`config.mk`:
```
export PLATFORM = sky130hd
export DESIGN_NAME = alu_sequencer
export DESIGN_NICKNAME = d
export VERILOG_FILES = /design/src/rtl/alu_sequencer.sv
export SDC_FILE = /design/constraint.sdc
export NUM_CORES = 2
export LEC_CHECK = 0
export BUFFER_PORTS_ARGS = -buffer_cell sky130_fd_sc_hd__buf_2
export CAP_MARGIN = 20
export CELL_PAD_IN_SITES_DETAIL_PLACEMENT = 1
export CELL_PAD_IN_SITES_GLOBAL_PLACEMENT = 1
export CORE_MARGIN = 3
export CORE_UTILIZATION = 56
export DETAILED_ROUTE_END_ITERATION = 10
export PLACE_DENSITY_LB_ADDON = 0.12
export SETUP_SLACK_MARGIN = 0.3
export SLEW_MARGIN = 40
export SYNTH_ARGS = -nofsm -noshare
export SYNTH_HDL_FRONTEND = slang
export SYNTH_SLANG_ARGS = --single-unit
export TNS_END_PERCENT = 20
```
`constraint.sdc`:
```
create_clock -name clk -period 5.1 [get_ports clk]
set_clock_uncertainty 0.05 [all_clocks]
set_input_delay 0.255 -clock clk [delete_from_list [all_inputs] [get_ports clk]]
set_output_delay 0.255 -clock clk [all_outputs]
set_load 0.02 [all_outputs]
```
`src/rtl/alu_sequencer.sv`:
```
// Microsequencer that runs a program from internal RAM and feeds the ALU/register
// datapath, resolving jumps and halts locally and latching ALU flags after each op.
module alu_sequencer #(
    parameter int                PC_W     = 6,
    parameter int                DATA_W   = 16,
    parameter int                FLAG_LAT = 1,
    parameter logic [DATA_W-1:0] NOP_WORD = 16'hC000
) (
    input  logic                  clk,
    input  logic                  reset,
    input  logic                  prog_we,
    input  logic [PC_W-1:0]       prog_addr,
    input  logic [2*DATA_W-1:0]   prog_wdata,
    input  logic                  start,
    input  logic [3:0]            alu_flags,
    output logic [DATA_W-1:0]     dp_operator,
    output logic [DATA_W-1:0]     dp_operand,
    output logic                  dp_valid,
    output logic                  busy,
    output logic                  done,
    output logic [PC_W-1:0]       pc,
    output logic [3:0]            flags_q
);

    localparam int DEPTH   = 2 ** PC_W;
    localparam int INSTR_W = 2 * DATA_W;
    localparam int CNT_W   = 2;

    typedef enum logic [2:0] {
        IDLE,
        FETCH,
        DECODE,
        ISSUE,
        SETTLE,
        HALT
    } state_t;

    state_t              state;
    state_t              state_next;
    logic [INSTR_W-1:0]  mem [DEPTH];
    logic [INSTR_W-1:0]  instr;
    logic [DATA_W-1:0]   operand_q;
    logic [CNT_W-1:0]    wait_cnt;
    logic [3:0]          opcode;
    logic [3:0]          cond_mask;
    logic [PC_W-1:0]     jump_target;
    logic [PC_W-1:0]     pc_inc;
    logic                cond_taken;

    assign opcode      = instr[INSTR_W-1 -: 4];
    assign cond_mask   = instr[DATA_W+3:DATA_W];
    assign jump_target = instr[PC_W-1:0];
    assign pc_inc      = pc + PC_W'(1);
    assign cond_taken  = |(flags_q & cond_mask);

    // Program RAM has no reset; the read port gives the instruction one cycle after FETCH.
    always_ff @(posedge clk) begin
        if (prog_we && state == IDLE)
            mem[prog_addr] <= prog_wdata;
        if (state == FETCH)
            instr <= mem[pc];
    end

    always_ff @(posedge clk or posedge reset) begin
        if (reset)
            state <= IDLE;
        else
            state <= state_next;
    end

    always_comb begin
        state_next  = state;
        busy        = 1'b0;
        done        = 1'b0;
        dp_valid    = 1'b0;
        dp_operator = NOP_WORD;
        dp_operand  = operand_q;
        case (state)
            IDLE: begin
                if (start)
                    state_next = FETCH;
            end
            FETCH: begin
                busy       = 1'b1;
                state_next = DECODE;
            end
            DECODE: begin
                busy = 1'b1;
                case (opcode)
                    4'hF:    state_next = HALT;
                    4'hD:    state_next = FETCH;
                    4'hE:    state_next = FETCH;
                    default: state_next = ISSUE;
                endcase
            end
            ISSUE: begin
                busy        = 1'b1;
                dp_valid    = 1'b1;
                dp_operator = instr[INSTR_W-1:DATA_W];
                dp_operand  = instr[DATA_W-1:0];
                state_next  = SETTLE;
            end
            SETTLE: begin
                busy = 1'b1;
                if (wait_cnt == CNT_W'(1))
                    state_next = FETCH;
            end
            HALT: begin
                done       = 1'b1;
                state_next = IDLE;
            end
            default: state_next = IDLE;
        endcase
    end

    // pc wraps naturally at 2**PC_W; the operand register keeps the bus stable between issues.
    always_ff @(posedge clk or posedge reset) begin
        if (reset) begin
            pc        <= '0;
            wait_cnt  <= '0;
            flags_q   <= '0;
            operand_q <= '0;
        end else begin
            case (state)
                IDLE: begin
                    if (start)
                        pc <= '0;
                end
                DECODE: begin
                    if (opcode == 4'hD)
                        pc <= jump_target;
                    else if (opcode == 4'hE)
                        pc <= cond_taken ? jump_target : pc_inc;
                end
                ISSUE: begin
                    wait_cnt  <= CNT_W'(FLAG_LAT);
                    operand_q <= instr[DATA_W-1:0];
                end
                SETTLE: begin
                    wait_cnt <= wait_cnt - CNT_W'(1);
                    if (wait_cnt == CNT_W'(1)) begin
                        flags_q <= alu_flags;
                        pc      <= pc_inc;
                    end
                end
                default: ;
            endcase
        end
    end

endmodule

```
==> metrics.txt <==
# TYPE chip_impl_metric gauge
chip_impl_info{name="outcome",value="finished clean"} 1
chip_impl_metric{name="max_clock_freq",unit="MHz"} 237
chip_impl_metric{name="clkTransAtPathRegs",unit="ns"} 0.07
chip_impl_metric{name="via_count_of_the_first_global_routing_pass",unit=""} 41300
chip_impl_metric{name="post_synth_inst_count",unit=""} 3501
chip_impl_metric{name="grt_start_max_net_pins",unit=""} 93
chip_impl_metric{name="clk_path_buf_depth",unit=""} 3
chip_impl_metric{name="drc",unit=""} 0
chip_impl_metric{name="timing.critical_path.fanout_max",unit=""} 41
chip_impl_metric{name="synth_enable_flop_cells",unit=""} 2080
chip_impl_info{name="tritoncts",value="built"} 1
chip_impl_metric{name="maxCapViolations",unit=""} 0
chip_impl_metric{name="numPortBuffers",unit=""} 90
chip_impl_metric{name="timing.critical_path.arrival",unit="ns"} 4.73
chip_impl_info{name="worst_setup_path_end_kind",value="flip-flop"} 1
chip_impl_metric{name="wl_per_cell",unit="um"} 40.6
chip_impl_metric{name="synthesis.nets",unit=""} 3549
chip_impl_metric{name="area.growth.synth_to_final",unit="%"} 15.1
chip_impl_metric{name="final_net_count",unit=""} 3891
chip_impl_metric{name="postLayoutCoreUtil",unit="%"} 65.0
chip_impl_metric{name="min_period",unit="ns"} 4.22
chip_impl_metric{name="grt_first_pass_wirelength",unit="mm"} 334
chip_impl_metric{name="totalNegativeSetupSlack",unit="ns"} 0
chip_impl_metric{name="num_vias",unit=""} 40900
chip_impl_metric{name="number_of_antenna_violations_at_the_first_check_in_global_routing",unit=""} 22
chip_impl_metric{name="clk_sinks",unit=""} 2111
chip_impl_metric{name="via_per_inst",unit=""} 6.92
chip_impl_metric{name="die_height",unit="um"} 384
chip_impl_metric{name="yosysUniqueCellTypes",unit=""} 59
chip_impl_metric{name="design.core.area",unit="um^2"} 142000
chip_impl_metric{name="min_period_over_period",unit="%"} 82.7
chip_impl_metric{name="cts_inserted_buffers",unit=""} 208
chip_impl_metric{name="synth.cell_area",unit="um^2"} 80000
chip_impl_metric{name="post_synth_top_area_share",unit="%"} 78.1
chip_impl_info{name="ys.flop_type",value="sky130_fd_sc_hd__edfxtp_1"} 1
chip_impl_metric{name="required",unit="ns"} 5.61
chip_impl_metric{name="hpwlAfterDp",unit="mm"} 147
chip_impl_info{name="hold_path_class",value="input pin to flip-flop"} 1
chip_impl_info{name="yosysTopAreaCell",value="sky130_fd_sc_hd__edfxtp_1"} 1
chip_impl_metric{name="drive_above_1_share",unit="%"} 30.7
chip_impl_metric{name="peak_ir_drop_on_the_vdd_network",unit="V"} 0.000326
chip_impl_info{name="synth_top_cells_by_count",value="sky130_fd_sc_hd__edfxtp_1, sky130_fd_sc_hd__mux4_2, sky130_fd_sc_hd__o22ai_1"} 1
chip_impl_info{name="cts.root.buffer_cell",value="sky130_fd_sc_hd__clkbuf_16"} 1
chip_impl_metric{name="timing.final.max_slew_violations",unit=""} 0
chip_impl_metric{name="tightest_slew",unit="ns"} 1.03
chip_impl_metric{name="initial_core_util",unit="%"} 56.4
chip_impl_metric{name="fp.dieArea",unit="um^2"} 147000
chip_impl_metric{name="synth_area_per_cell",unit="um^2"} 22.8
chip_impl_metric{name="totalWireLength",unit="mm"} 240
chip_impl_metric{name="clkLatencyLatePin",unit="ns"} 0.83
chip_impl_info{name="unrepaired_setup_endpoints_after_global_routing",value="false"} 1
chip_impl_metric{name="postRouteAntennaNets",unit=""} 0
chip_impl_metric{name="maxSlewHeadroom",unit="%"} 31.0
chip_impl_metric{name="htree_levels",unit=""} 4
chip_impl_metric{name="grt_overflow",unit=""} 0
chip_impl_metric{name="power.density",unit="nW/um^2"} 491
chip_impl_info{name="most_frequent_cell_after_synthesis",value="sky130_fd_sc_hd__edfxtp_1"} 1
chip_impl_metric{name="placementRows",unit=""} 138
chip_impl_info{name="critPathKind",value="flip-flop to flip-flop"} 1
chip_impl_metric{name="cts_setup_buffers",unit=""} 0
chip_impl_metric{name="detail_route.iter0.violations",unit=""} 6228
chip_impl_metric{name="gpl.final_weighted_congestion",unit=""} 0.913
chip_impl_metric{name="synth-async-reset-ratio",unit="%"} 1.47
chip_impl_metric{name="final-hold-violation-count",unit=""} 0
chip_impl_metric{name="dr.pass1.iters",unit=""} 7
chip_impl_metric{name="grt_usage",unit="%"} 33.1
chip_impl_info{name="critPathLaunchType",value="flip-flop"} 1
chip_impl_metric{name="setup_viol",unit=""} 0
chip_impl_metric{name="n_fill_cell",unit=""} 11100
chip_impl_metric{name="synth_sequential_area_ratio",unit="%"} 79.1
chip_impl_info{name="ys_top_cells_by_area",value="sky130_fd_sc_hd__edfxtp_1, sky130_fd_sc_hd__mux4_2, sky130_fd_sc_hd__o22ai_1"} 1
chip_impl_metric{name="top_level_ports",unit=""} 91
chip_impl_metric{name="die_width",unit="um"} 384
chip_impl_metric{name="synth.yosys.warnings",unit=""} 0
chip_impl_metric{name="leakage",unit="nW"} 28.2
chip_impl_metric{name="synth-seq-cells",unit=""} 2111
-- cells in the final DEF, fill, tap and decap left out, drive strengths merged, types with 6 or more instances in the layout --
cell type and n:
a211oi 32, buf 295, o22a 27, o22ai 192, clkinv 96, nor2b 20, mux4 507, a31oi 10
and2 17, dlygate4sd3 24, nor4 32, dfrtp 31, clkbuf 256, a21oi 20, inv 13, nand2 106
nor3 33, edfxtp 2080, nand3 14, nor2 79, a22oi 10, bufinv 21, mux2i 33, diode 6
-- worst max-delay path: stages (launching register included) --
cell and delay (ns):
sky130_fd_sc_hd__dfrtp_4 0.96, sky130_fd_sc_hd__nor2b_1 0.77, sky130_fd_sc_hd__nand2_2 0.70, sky130_fd_sc_hd__o22ai_1 0.75, sky130_fd_sc_hd__nor4_1 0.24, sky130_fd_sc_hd__buf_4 0.22
sky130_fd_sc_hd__o22a_1 0.19
-- through the flow --
| step | std cells | total power [mW] | setup WS, ns | hold WS (ns) | area (um^2) |
|---|---|---|---|---|---|
| 6_report | 5910 | 45.2 | 0.881 | 0.00354 | 92100 |
| 3_5_place_dp | 5499 | 30.2 | 0.992 | 0.141 | 85000 |
| 4_1_cts | 5890 | 45.2 | 1.00 | 0.00802 | 91800 |
| 3_3_place_gp | 5429 | 29.8 | 0.723 | 0.121 | 83400 |
| 5_1_grt | 5904 | 46.4 | 0.883 | 0.000908 | 92100 |
| 2_1_floorplan | 3501 | 26.2 | 1.54 | 0.304 | 80000 |
-- metal layers --
metal  up-vias  GRT usage [%]  share of wire, %
met2      2799           50.8                47
met1     22000           46.0                36
met3       417           9.51                12
met5         -              0             0.033
li1      15700              -                 -
met4        12           11.8               4.1
-- cell families after synthesis --
kind of cell / Yosys count / share of synthesized area, %
xor gates and xnor gates: 3 / 0.0329
AOI/OAI and AO/OA: 321 / 2.69
and+or+nand+nor: 323 / 1.93
adders and majority gates: 2 / 0.0313
buffers and inverters: 197 / 1.52
muxes: 544 / 14.7
DFF: 2111 / 79.1
-- final timing paths --
kind / from / endpoint / slack (ns) / cells past startpoint
max in group asynchronous: reset / pc[1]$_DFFE_PP0P_ / 3.82 / 5
setup / recovery: pc[2]$_DFFE_PP0P_ / instr[15]$_DFFE_PP_ / 0.88 / 6
min in group asynchronous: reset / operand_q[14]$_DFF_PP0_ / 0.43 / 4
setup reg to reg: pc[2]$_DFFE_PP0P_ / instr[15]$_DFFE_PP_ / 0.88 / 6
hold reg to reg: operand_q[9]$_DFF_PP0_ / operand_q[9]$_DFF_PP0_ / 0.42 / 2
hold / removal: prog_wdata[16] / mem[59][16]$_DFFE_PP_ / 0.004 / 2
-- layout make-up --
type,instances,area (um^2),area share (%)
Sequential cell,2111,63200,68.7
Multi-Input combinational cell,1193,16300,17.7
Clock buffer,256,5540,6.02
Timing Repair Buffer,319,3460,3.76
Tap cell,1890,2360,2.57
Clock inverter,125,1140,1.24
Inverter,10,37.5,0.0408
Antenna cell,6,15.0,0.0163
-- report_power, final --
| part | internal, mW | switching, mW | leakage [nW] |
|---|---|---|---|
| registers | 19.5 | 0.536 | 19.1 |
| clock network | 8.73 | 6.42 | 3.30 |
| logic | 4.09 | 5.90 | 5.79 |
-- registers in the layout, indices dropped and copies added, names as in the netlist --
register   flops
mem         2048
pc             6
wait_cnt       2
operand_q     16
instr         32
state          3
flags_q        4
-- what timing repair did --
action / CTS / global route
gates resized for setup: 0 / 0
hold buffers: 10 / 14
hold endpoints to repair: 133 / 800
No activity file was read; power rests on OpenSTA's default activity.
